===== src/rtl/core_pkg.sv =====
// Shared core definitions: PC-source encodings, NOP instruction and opcodes.
// Imported by the fetch unit and the Controller.
package core_pkg;

  typedef enum logic [1:0] {
    PC_SRC_ALU    = 2'b00,
    PC_SRC_ALUOUT = 2'b01,
    PC_SRC_JALR   = 2'b10,
    PC_SRC_RSVD   = 2'b11
  } pc_src_e;

  localparam logic [31:0] NOP_INSTR = 32'h0000_0013;

  localparam logic [6:0] OP_RTYPE  = 7'b0110011;
  localparam logic [6:0] OP_LOAD   = 7'b0000011;
  localparam logic [6:0] OP_STORE  = 7'b0100011;
  localparam logic [6:0] OP_BRANCH = 7'b1100011;

endpackage


===== src/rtl/fetch_unit_if.sv =====
// Controller/datapath <-> fetch unit signal bundle.
// master = Controller/datapath side, slave = fetch unit.
interface fetch_unit_if #(
  parameter int unsigned XLEN  = 32,
  parameter int unsigned CNT_W = 32
);
  logic             PCWrite;
  logic             PCWriteCond;
  logic             Zero;
  logic [1:0]       PCSource;
  logic             lorD;
  logic             IRWrite;
  logic [XLEN-1:0]  MemRdData;
  logic [XLEN-1:0]  ALUResult;
  logic [XLEN-1:0]  ALUOut;

  logic [XLEN-1:0]  pc;
  logic [XLEN-1:0]  old_pc;
  logic [XLEN-1:0]  mem_addr;
  logic [31:0]      instr;
  logic [XLEN-1:0]  mdr;
  logic [6:0]       opcode;
  logic [4:0]       rd;
  logic [2:0]       funct3;
  logic [4:0]       rs1;
  logic [4:0]       rs2;
  logic [6:0]       funct7;
  logic             misalign_err;
  logic [CNT_W-1:0] instr_count;

  modport master (
    output PCWrite, PCWriteCond, Zero, PCSource, lorD, IRWrite,
           MemRdData, ALUResult, ALUOut,
    input  pc, old_pc, mem_addr, instr, mdr, opcode, rd, funct3,
           rs1, rs2, funct7, misalign_err, instr_count
  );

  modport slave (
    input  PCWrite, PCWriteCond, Zero, PCSource, lorD, IRWrite,
           MemRdData, ALUResult, ALUOut,
    output pc, old_pc, mem_addr, instr, mdr, opcode, rd, funct3,
           rs1, rs2, funct7, misalign_err, instr_count
  );
endinterface


===== src/rtl/fetch_unit_en_reg.sv =====
// Parameterised-width register with load enable and async active-high reset.
module en_reg #(
  parameter int unsigned         W       = 32,
  parameter logic [W-1:0]        RST_VAL = '0
) (
  input  logic         clk,
  input  logic         reset,
  input  logic         en,
  input  logic [W-1:0] d,
  output logic [W-1:0] q
);
  always_ff @(posedge clk or posedge reset) begin
    if (reset)   q <= RST_VAL;
    else if (en) q <= d;
  end
endmodule


===== src/rtl/fetch_unit.sv =====
// Instruction-fetch / PC stage: PC, IR, old-PC and MDR registers, address mux,
// retired-fetch counter and sticky PC-misalignment flag.
module fetch_unit
  import core_pkg::*;
#(
  parameter int unsigned      XLEN     = 32,
  parameter logic [XLEN-1:0]  RESET_PC = '0,
  parameter int unsigned      CNT_W    = 32
) (
  input  logic       clk,
  input  logic       reset,
  fetch_unit_if.slave bus
);
  pc_src_e          src;
  logic             pc_en;
  logic             pc_load;
  logic             mis_hit;
  logic [XLEN-1:0]  next_pc;
  logic [XLEN-1:0]  pc_d;
  logic [XLEN-1:0]  pc_q;
  logic [XLEN-1:0]  old_pc_q;
  logic [XLEN-1:0]  mdr_q;
  logic [31:0]      instr_q;
  logic [CNT_W-1:0] cnt_q;
  logic             mis_q;

  assign src = pc_src_e'(bus.PCSource);

  // Reserved source suppresses the load entirely (no flag update either).
  always_comb begin
    next_pc = pc_q;
    case (src)
      PC_SRC_ALU:    next_pc = bus.ALUResult;
      PC_SRC_ALUOUT: next_pc = bus.ALUOut;
      PC_SRC_JALR:   next_pc = {bus.ALUResult[XLEN-1:1], 1'b0};
      default:       next_pc = pc_q;
    endcase
    pc_en   = bus.PCWrite | (bus.PCWriteCond & bus.Zero);
    pc_load = pc_en && (src != PC_SRC_RSVD);
    mis_hit = pc_load && (next_pc[1:0] != 2'b00);
    pc_d    = {next_pc[XLEN-1:2], 2'b00};
  end

  en_reg #(.W(XLEN), .RST_VAL(RESET_PC)) u_pc (
    .clk(clk), .reset(reset), .en(pc_load), .d(pc_d), .q(pc_q)
  );

  en_reg #(.W(XLEN), .RST_VAL(RESET_PC)) u_old_pc (
    .clk(clk), .reset(reset), .en(bus.IRWrite), .d(pc_q), .q(old_pc_q)
  );

  en_reg #(.W(32), .RST_VAL(NOP_INSTR)) u_ir (
    .clk(clk), .reset(reset), .en(bus.IRWrite), .d(bus.MemRdData[31:0]), .q(instr_q)
  );

  en_reg #(.W(XLEN), .RST_VAL('0)) u_mdr (
    .clk(clk), .reset(reset), .en(1'b1), .d(bus.MemRdData), .q(mdr_q)
  );

  always_ff @(posedge clk or posedge reset) begin
    if (reset) begin
      cnt_q <= '0;
      mis_q <= 1'b0;
    end else begin
      if (bus.IRWrite) cnt_q <= cnt_q + CNT_W'(1);
      if (mis_hit)     mis_q <= 1'b1;
    end
  end

  assign bus.pc           = pc_q;
  assign bus.old_pc       = old_pc_q;
  assign bus.mem_addr     = bus.lorD ? bus.ALUOut : pc_q;
  assign bus.instr        = instr_q;
  assign bus.mdr          = mdr_q;
  assign bus.opcode       = instr_q[6:0];
  assign bus.rd           = instr_q[11:7];
  assign bus.funct3       = instr_q[14:12];
  assign bus.rs1          = instr_q[19:15];
  assign bus.rs2          = instr_q[24:20];
  assign bus.funct7       = instr_q[31:25];
  assign bus.misalign_err = mis_q;
  assign bus.instr_count  = cnt_q;
endmodule


===== src/flat_wrapper.sv =====
// flat-port wrapper written by rule: the top's interface ports become plain ports
module fetch_unit_flat import core_pkg::*;
#(
  parameter int unsigned      XLEN     = 32,
  parameter logic [XLEN-1:0]  RESET_PC = '0,
  parameter int unsigned      CNT_W    = 32
)
  (clk, reset, bus_PCWrite, bus_PCWriteCond, bus_Zero, bus_PCSource, bus_lorD, bus_IRWrite, bus_MemRdData, bus_ALUResult, bus_ALUOut, bus_pc, bus_old_pc, bus_mem_addr, bus_instr, bus_mdr, bus_opcode, bus_rd, bus_funct3, bus_rs1, bus_rs2, bus_funct7, bus_misalign_err, bus_instr_count);
  fetch_unit_if #(.XLEN(XLEN), .CNT_W(CNT_W)) bus_i ();
  input  logic clk;
  input  logic reset;
  input wire logic [$bits(bus_i.PCWrite)-1:0] bus_PCWrite;
  input wire logic [$bits(bus_i.PCWriteCond)-1:0] bus_PCWriteCond;
  input wire logic [$bits(bus_i.Zero)-1:0] bus_Zero;
  input wire logic [$bits(bus_i.PCSource)-1:0] bus_PCSource;
  input wire logic [$bits(bus_i.lorD)-1:0] bus_lorD;
  input wire logic [$bits(bus_i.IRWrite)-1:0] bus_IRWrite;
  input wire logic [$bits(bus_i.MemRdData)-1:0] bus_MemRdData;
  input wire logic [$bits(bus_i.ALUResult)-1:0] bus_ALUResult;
  input wire logic [$bits(bus_i.ALUOut)-1:0] bus_ALUOut;
  output wire logic [$bits(bus_i.pc)-1:0] bus_pc;
  output wire logic [$bits(bus_i.old_pc)-1:0] bus_old_pc;
  output wire logic [$bits(bus_i.mem_addr)-1:0] bus_mem_addr;
  output wire logic [$bits(bus_i.instr)-1:0] bus_instr;
  output wire logic [$bits(bus_i.mdr)-1:0] bus_mdr;
  output wire logic [$bits(bus_i.opcode)-1:0] bus_opcode;
  output wire logic [$bits(bus_i.rd)-1:0] bus_rd;
  output wire logic [$bits(bus_i.funct3)-1:0] bus_funct3;
  output wire logic [$bits(bus_i.rs1)-1:0] bus_rs1;
  output wire logic [$bits(bus_i.rs2)-1:0] bus_rs2;
  output wire logic [$bits(bus_i.funct7)-1:0] bus_funct7;
  output wire logic [$bits(bus_i.misalign_err)-1:0] bus_misalign_err;
  output wire logic [$bits(bus_i.instr_count)-1:0] bus_instr_count;
  assign bus_i.PCWrite = bus_PCWrite;
  assign bus_i.PCWriteCond = bus_PCWriteCond;
  assign bus_i.Zero = bus_Zero;
  assign bus_i.PCSource = bus_PCSource;
  assign bus_i.lorD = bus_lorD;
  assign bus_i.IRWrite = bus_IRWrite;
  assign bus_i.MemRdData = bus_MemRdData;
  assign bus_i.ALUResult = bus_ALUResult;
  assign bus_i.ALUOut = bus_ALUOut;
  assign bus_pc = bus_i.pc;
  assign bus_old_pc = bus_i.old_pc;
  assign bus_mem_addr = bus_i.mem_addr;
  assign bus_instr = bus_i.instr;
  assign bus_mdr = bus_i.mdr;
  assign bus_opcode = bus_i.opcode;
  assign bus_rd = bus_i.rd;
  assign bus_funct3 = bus_i.funct3;
  assign bus_rs1 = bus_i.rs1;
  assign bus_rs2 = bus_i.rs2;
  assign bus_funct7 = bus_i.funct7;
  assign bus_misalign_err = bus_i.misalign_err;
  assign bus_instr_count = bus_i.instr_count;
  fetch_unit #(.XLEN(XLEN), .RESET_PC(RESET_PC), .CNT_W(CNT_W)) u_core (.clk(clk), .reset(reset), .bus(bus_i));
endmodule

===== config.mk =====
export PLATFORM = sky130hd
export DESIGN_NAME = fetch_unit_flat
export DESIGN_NICKNAME = d
export VERILOG_FILES = /design/src/rtl/core_pkg.sv /design/src/rtl/fetch_unit_if.sv /design/src/rtl/fetch_unit_en_reg.sv /design/src/rtl/fetch_unit.sv /design/src/flat_wrapper.sv
export SDC_FILE = /design/constraint.sdc
export NUM_CORES = 1
export LEC_CHECK = 0
export ABC_AREA = 1
export ABC_CLOCK_PERIOD_IN_PS = 8100
export CAP_MARGIN = 20
export CORE_ASPECT_RATIO = 0.5
export CORE_MARGIN = 5
export CORE_UTILIZATION = 29
export DETAILED_ROUTE_END_ITERATION = 7
export HOLD_SLACK_MARGIN = 0.06
export PLACE_DENSITY_LB_ADDON = 0.15
export SLEW_MARGIN = 20
export SYNTH_ARGS = -nofsm -noshare
export SYNTH_HDL_FRONTEND = slang
export SYNTH_SLANG_ARGS = --single-unit

===== constraint.sdc =====
create_clock -name clk -period 8.1 [get_ports clk]
set_input_delay 2.43 -clock clk [delete_from_list [all_inputs] [get_ports clk]]
set_output_delay 2.43 -clock clk [all_outputs]
set_load 0.02 [all_outputs]

==> results of run 1 <==
worst paths after layout:
| path | start | endpoint | slack (ps) | cells past startpoint |
|---|---|---|---|---|
| setup reg to reg | u_core.bus.instr_count[0] | u_core.bus.instr_count[28] | 6510 | 8 |
| max in group asynchronous | reset | u_core.u_pc.q[20] | 4190 | 3 |
| hold reg to reg | u_core.bus.misalign_err | u_core.bus.misalign_err | 470 | 1 |
| setup / recovery | bus_lorD | bus_mem_addr[3] | 1650 | 4 |
| hold / removal | u_core.bus.misalign_err | u_core.bus.misalign_err | 470 | 1 |
| min in group asynchronous | reset | u_core.u_mdr.q[21] | 2560 | 2 |
layout by cell type (no fill, tap or decap), drive strengths merged:
cell and instances:
nor3 1, conb 4, dfrtp 154, ha 1, o21ai 59, bufinv 2, a22o 26, a21oi 33
buf 5, mux2 36, xor2 11, inv 66, dfstp 3, xnor2 12, nand4 10, clkinvlp 1
clkdlybuf4s50 323, nand3 13, nand2 132, a21o 2, clkbuf 25, nor2 65, clkinv 4
sequential cells by signal, indices dropped and copies added, names as in the netlist:
register,flops
u_core.bus.instr_count,32
u_core.bus.misalign_err,1
u_core.u_ir.q,32
u_core.u_mdr.q,32
u_core.u_old_pc.q,30
u_core.u_pc.q,30
layout make-up:
class	count	area, um2
clock buffer	25	495
clock inverter	7	87.6
fill	2207	12300
inverter	66	253
multi-input combinational	405	2260
sequential	157	3930
tap	307	384
timing repair buffer	328	3290
synth_stat cells (all sizes together):
cell type	count
a22o	26
ha	1
mux2	36
a21oi	33
nand2	132
o21ai	59
dfrtp	154
buf	53
nor2	65
conb	1
dfstp	3
xnor2	12
nand4	10
xor2	11
a21o	2
clkbuf	12
inv	66
nor3	1
nand3	13
logic make-up (layout without fill, tap and decap cells):
logic type / count (synthesis) / count (layout) / synth area share, %
AOI/OAI and AO/OA: 120 / 120 / 10.3
xor gates and xnor gates: 23 / 23 / 2.94
adders and majority gates: 1 / 1 / 0.183
buffers and inverters: 131 / 426 / 9.74
DFF: 157 / 157 / 57.4
muxes: 36 / 36 / 5.92
other: 1 / 4 / 0.0548
and+or+nand+nor: 221 / 221 / 13.4
per-layer routing:
layer  part of all wire, %  wire (um)  up-vias  track usage (%)
met1                    38       8240     2756             18.7
met3                   5.6       1220       30             5.47
met5                     0          0        -                0
li1                      -          -     2763                -
met4                   2.1        464        0             5.38
met2                    54      11700      124             28.9
through the flow:
| stage | hold WS (ps) | instances | cell area, um2 |
|---|---|---|---|
| after floorplan | 565 | 693 | 6860 |
| after global placement | 436 | 1262 | 10100 |
| after detailed placement | 445 | 1262 | 10100 |
| after CTS | 472 | 1294 | 10700 |
| after global routing | 518 | 1295 | 10700 |
| final | 470 | 1295 | 10700 |
power breakdown:
part | internal, mW | switching [mW] | total, mW | leakage (nW)
clock | 0.484 | 0.314 | 0.799 | 0.287
combinational | 0.298 | 0.331 | 0.629 | 2.39
sequential | 0.867 | 0.0598 | 0.927 | 1.90
==> reports/qor_table.md, run 1 <==
| Metric | Value |
| --- | --- |
| Run status | completed |
| Peak supply drop | 0.151 mV |
| Placeable core region | 23000 um2 |
| Max-capacitance violation count | 0 |
| Vertical die dimension | 119 um |
| Detailed-route wire length | 21.6 mm |
| Worst Setup Slack post-DPL | 1610 ps |
| Worst setup slack after layout | 1650 ps |
| Die area | 27000 um2 |
| Synthesis-to-finish area growth | 56.3% |
| # IOs | 330 |
| Worst setup SP type | input port |
| Overall track demand over capacity in global routing | 16.4% |
| Power density of the placed cells | 220 nW/um2 |
| DR iter-0 viols | 244 |
| I/O Buffers | 325 |
| Final GP Congestion | 0.797 |
| Setup repair after global routing missed its margin | no |
| Synthesized area per cell | 9.93 um2 |
| Number of search-and-repair iterations in the first detailed-routing pass | 4 |
| Startpoint-to-endpoint class of the critical path | input port to output pin |
| Total power consumption of the routed design | 2.36 mW |
| CP Data Required Time | 5670 ps |
| Maximum number of buffers from clock root to sink | 2 |
| Detailed-route via count | 5673 |
| Cell type with the largest total area after synthesis | dfrtp_1 |
| Setup Fix Bufs, Post-CTS | 0 |
| Inserted Diodes | 0 |
| Global-route wire length before repair | 34.1 mm |
| Number of global-route vias before repair | 5918 |
| Final-stage net count | 1081 |
| Overflow left after global routing | 0 |
| Crit-path max FO | 62 |
| Cells after synthesis | 690 |
| Unique cell type count in the Yosys netlist | 28 |
| Min Clock Period, post-route | 6450 ps |
| Summed instance area of the synthesized netlist | 6850 um2 |
| Slew @ Worst Pin | 929 ps |
| Largest net degree at the start of global routing | 98 |
| Biggest area contributors in the synthesized netlist | dfrtp_1 (56%), nand2_1 (7.0%), mux2_2 (5.9%) |
| FMAX | 155 MHz |
| CTS tree | done |
| Cell Rows | 39 |
| Average wire per standard cell | 16.7 um |
| Drt via density | 4.38 |
| Number of slew-limit violations in the final report | 0 |
| Share of the clock period used by the worst path | 79.6% |
| Share of Yosys cell area claimed by the top area cell type | 56.3% |
| Min-Delay Path Class | flop to flop |
| Inserted Clock Buffers | 17 |
| Clock latency of the later-clocked register in the worst-skew pair | 430 ps |
| Flops & latches, synth | 157 |
| Proportion of layout cells with a drive suffix above 1 | 9.01% |
| Family with the most delay on the worst path | buffers and inverters |
| Reg clk slew, reported paths | 60 ps |
| Estimated wirelength of the detail-placed design | 16.3 mm |
| CTS hold repair buffers | 0 |
| Crit path largest cell delay | 690 ps |
| Seq/Total Area, Yosys | 57.4% |
| Leakage dissipation | 4.57 nW |
| Cell with the largest stage delay on the worst path | buf_2 |
| Total Negative Setup Slacks | 0 ps |
| Count of buffer and inverter cells on the critical path | 2 |
| Final setup skew | 4.19 ps |
| Worst EP arrival | 4020 ps |
| Number of warnings reported in the yosys synthesis log | 0 |
| Antenna viol nets, final | 0 |
| Count of final setup violators | 0 |
| Hold Violations, Final | 0 |
| Capturing element type of the critical path | output pin |
| Sink Count | 157 |
| Initial antenna violation count | 0 |
| Number of H-tree levels | 4 |
| Post-cts sizing count | 0 |
| Final design utilization | 46.5% |
| Clk root buf | clkbuf_16 |
| Initial core utilization | 29.7% |
| Worst path cell trace | buf_2 > nor2_1 > a21oi_1 > clkdlybuf4s50_1 |
| Worst max-slew margin expressed relative to the limit | 38.1% |
| Drt drc | 0 |
| X dimension of the die | 227 um |
(Power assumes the default switching activity.)
==> run 2, diff against run 1 <==
--- a/config.mk
+++ b/config.mk
@@ -6,7 +6,7 @@
 export NUM_CORES = 1
 export LEC_CHECK = 0
 export ABC_AREA = 1
-export ABC_CLOCK_PERIOD_IN_PS = 8100
+export ABC_CLOCK_PERIOD_IN_PS = 6100
 export CAP_MARGIN = 20
 export CORE_ASPECT_RATIO = 0.5
 export CORE_MARGIN = 5
==> constraint.sdc (replaced) <==
create_clock -name clk -period 6.1 [get_ports clk]
set_input_delay 1.83 -clock clk [delete_from_list [all_inputs] [get_ports clk]]
set_output_delay 1.83 -clock clk [all_outputs]
set_load 0.02 [all_outputs]
==> run 2 against run 1 <==
Compared with the run above:
- first-iteration DRC count grew 28%
- flip-flop and latch count is the same
- cell count about the same
- critical endpoint is now bus_mem_addr[11]
- wire length hardly changed
- global-route usage down 0.23 points
- clock-buffer cell count decreased by 1
- core utilization is 0.082 points lower
- highest routed layer unchanged
- via count is 0.12% higher
- combinational power up 33%
- sequential power grew 33%
==> reports/qor_table.md, run 2 (synthesis gave the netlist of run 1 again) <==
| Metric | Value |
| --- | --- |
| Run status | completed |
| I/O Buffers | 325 |
| Die area | 27000 um2 |
| Overflow left after global routing | 0 |
| X dimension of the die | 227 um |
| Worst setup SP type | input port |
| Total power consumption of the routed design | 3.11 mW |
| Hold wc startpoint | u_core.bus.misalign_err |
| Count of final setup violators | 0 |
| Initial core utilization | 29.7% |
| Cell total after placement | 1265 |
| Proportion of layout cells with a drive suffix above 1 | 9.10% |
| Placeable core region | 23000 um2 |
| Share of the clock period used by the worst path | 84.4% |
| Filler-free cell count of the finished design | 1296 |
| Highest-count cells in the layout ignoring fill and taps | clkdlybuf4s50_1 (323), dfrtp_1 (154), nand2_1 (128) |
| Number of search-and-repair iterations in the first detailed-routing pass | 4 |
| Max-capacitance violation count | 0 |
| Slew @ Worst Pin | 1050 ps |
| Reg clk slew, reported paths | 60 ps |
| Average wire per standard cell | 16.7 um |
| Number of slew-limit violations in the final report | 0 |
| Leakage dissipation | 4.57 nW |
| Estimated wirelength of the detail-placed design | 16.5 mm |
| Worst setup slack after layout | 951 ps |
| Number of cells on the worst reg-to-reg path | 7 |
| Hold Path Sink | u_core.bus.misalign_err |
| # IOs | 330 |
| Antenna viol nets, final | 0 |
| Clk root buf | clkbuf_16 |
| Startpoint of the most critical register-to-register path | u_core.bus.instr_count[0] |
| Detailed-route via count | 5680 |
| CP Data Required Time | 4270 ps |
| CTS tree | done |
| Peak supply drop | 0.166 mV |
| Initial antenna violation count | 0 |
| Power density of the placed cells | 291 nW/um2 |
| Leading cell type in the layout, fill and taps excluded | clkdlybuf4s50_1 |
| Worst flop-to-flop path endpoint | u_core.bus.instr_count[16] |
| DR iter-0 viols | 313 |
| Setup repair after global routing missed its margin | no |
| Register-to-register setup slack | 4470 ps |
| Maximum number of buffers from clock root to sink | 2 |
| Setup Fix Bufs, Post-CTS | 0 |
| Largest net degree at the start of global routing | 94 |
| Min-Delay Path Class | flop to flop |
| Capturing element type of the critical path | output pin |
| Number of global-route vias before repair | 6005 |
| Worst Setup Slack post-DPL | 967 ps |
| Number of cells on the worst hold path | 1 |
| Detailed-route wire length | 21.6 mm |
| Hold Violations, Final | 0 |
| Sink Count | 157 |
| Global-route wire length before repair | 34.1 mm |
| Vertical die dimension | 119 um |
| CTS hold repair buffers | 0 |
| Total Negative Setup Slacks | 0 ps |
| Startpoint-to-endpoint class of the critical path | input port to output pin |
| Drt drc | 0 |
| Min Clock Period, post-route | 5150 ps |
| Inserted Clock Buffers | 17 |
| Final GP Congestion | 0.798 |
| Cell Rows | 39 |
| Worst EP arrival | 3320 ps |
| Final-stage net count | 1083 |
| Clock latency of the later-clocked register in the worst-skew pair | 420 ps |
| Overall track demand over capacity in global routing | 16.1% |
| Worst max-slew margin expressed relative to the limit | 29.8% |
| Drt via density | 4.38 |
| Post-cts sizing count | 0 |
| FMAX | 194 MHz |
| Synthesis-to-finish area growth | 56.0% |
| Crit-path max FO | 31 |
| Final setup skew | 10.9 ps |
| Inserted Diodes | 0 |
| Number of H-tree levels | 4 |
[run 2: cell types whose count changed in the layout (fill, tap and decap cells not counted), sizes merged]
| cell | before | now |
|---|---|---|
| clkbuf | 25 | 24 |
| buf | 5 | 7 |
[run 2: cell type report]
class / count / area, um2
clock buffer: 24 / 482
clock inverter: 7 / 87.6
fill: 2211 / 12300
inverter: 66 / 253
multi-input combinational: 405 / 2260
sequential: 157 / 3930
tap: 307 / 384
timing repair buffer: 330 / 3280
[run 2: report_power, final]
part	internal, mW	switching, mW	total [mW]
Combinational	0.395	0.439	0.835
Sequential	1.15	0.0801	1.23
Clock	0.630	0.409	1.04
[run 2: critical path, stage by stage]
cell and delay [ps]:
buf_2 300, buf_4 340, nand2_1 90, o21ai_0 100, clkdlybuf4s50_1 640
[run 2: through the flow]
| step | instance area [um2] | hold WS (ps) | util (%) |
|---|---|---|---|
| 3_3_place_gp | 10100 | 437 | 43.9 |
| 2_1_floorplan | 6860 | 565 | - |
| 4_1_cts | 10700 | 488 | 46.4 |
| 5_1_grt | 10700 | 533 | 46.4 |
| 6_report | 10700 | 480 | 46.4 |
| 3_5_place_dp | 10100 | 461 | 43.9 |
[run 2: how the worst max path moves through the flow]
stage                                            to     start  slack, ps
after floorplan           u_core.bus.instr_count[0]     reset         40
after global placement             bus_mem_addr[19]  bus_lorD       1020
after detailed placement           bus_mem_addr[11]  bus_lorD        970
after CTS                          bus_mem_addr[11]  bus_lorD        970
after global routing               bus_mem_addr[11]  bus_lorD        850
final                              bus_mem_addr[11]  bus_lorD        950
[run 2: layer usage]
layer / track usage [%] / part of all wire (%)
met4: 5.67 / 1.8
met2: 28.7 / 54
met5: 0 / 0
met3: 4.68 / 5.3
met1: 18.6 / 39
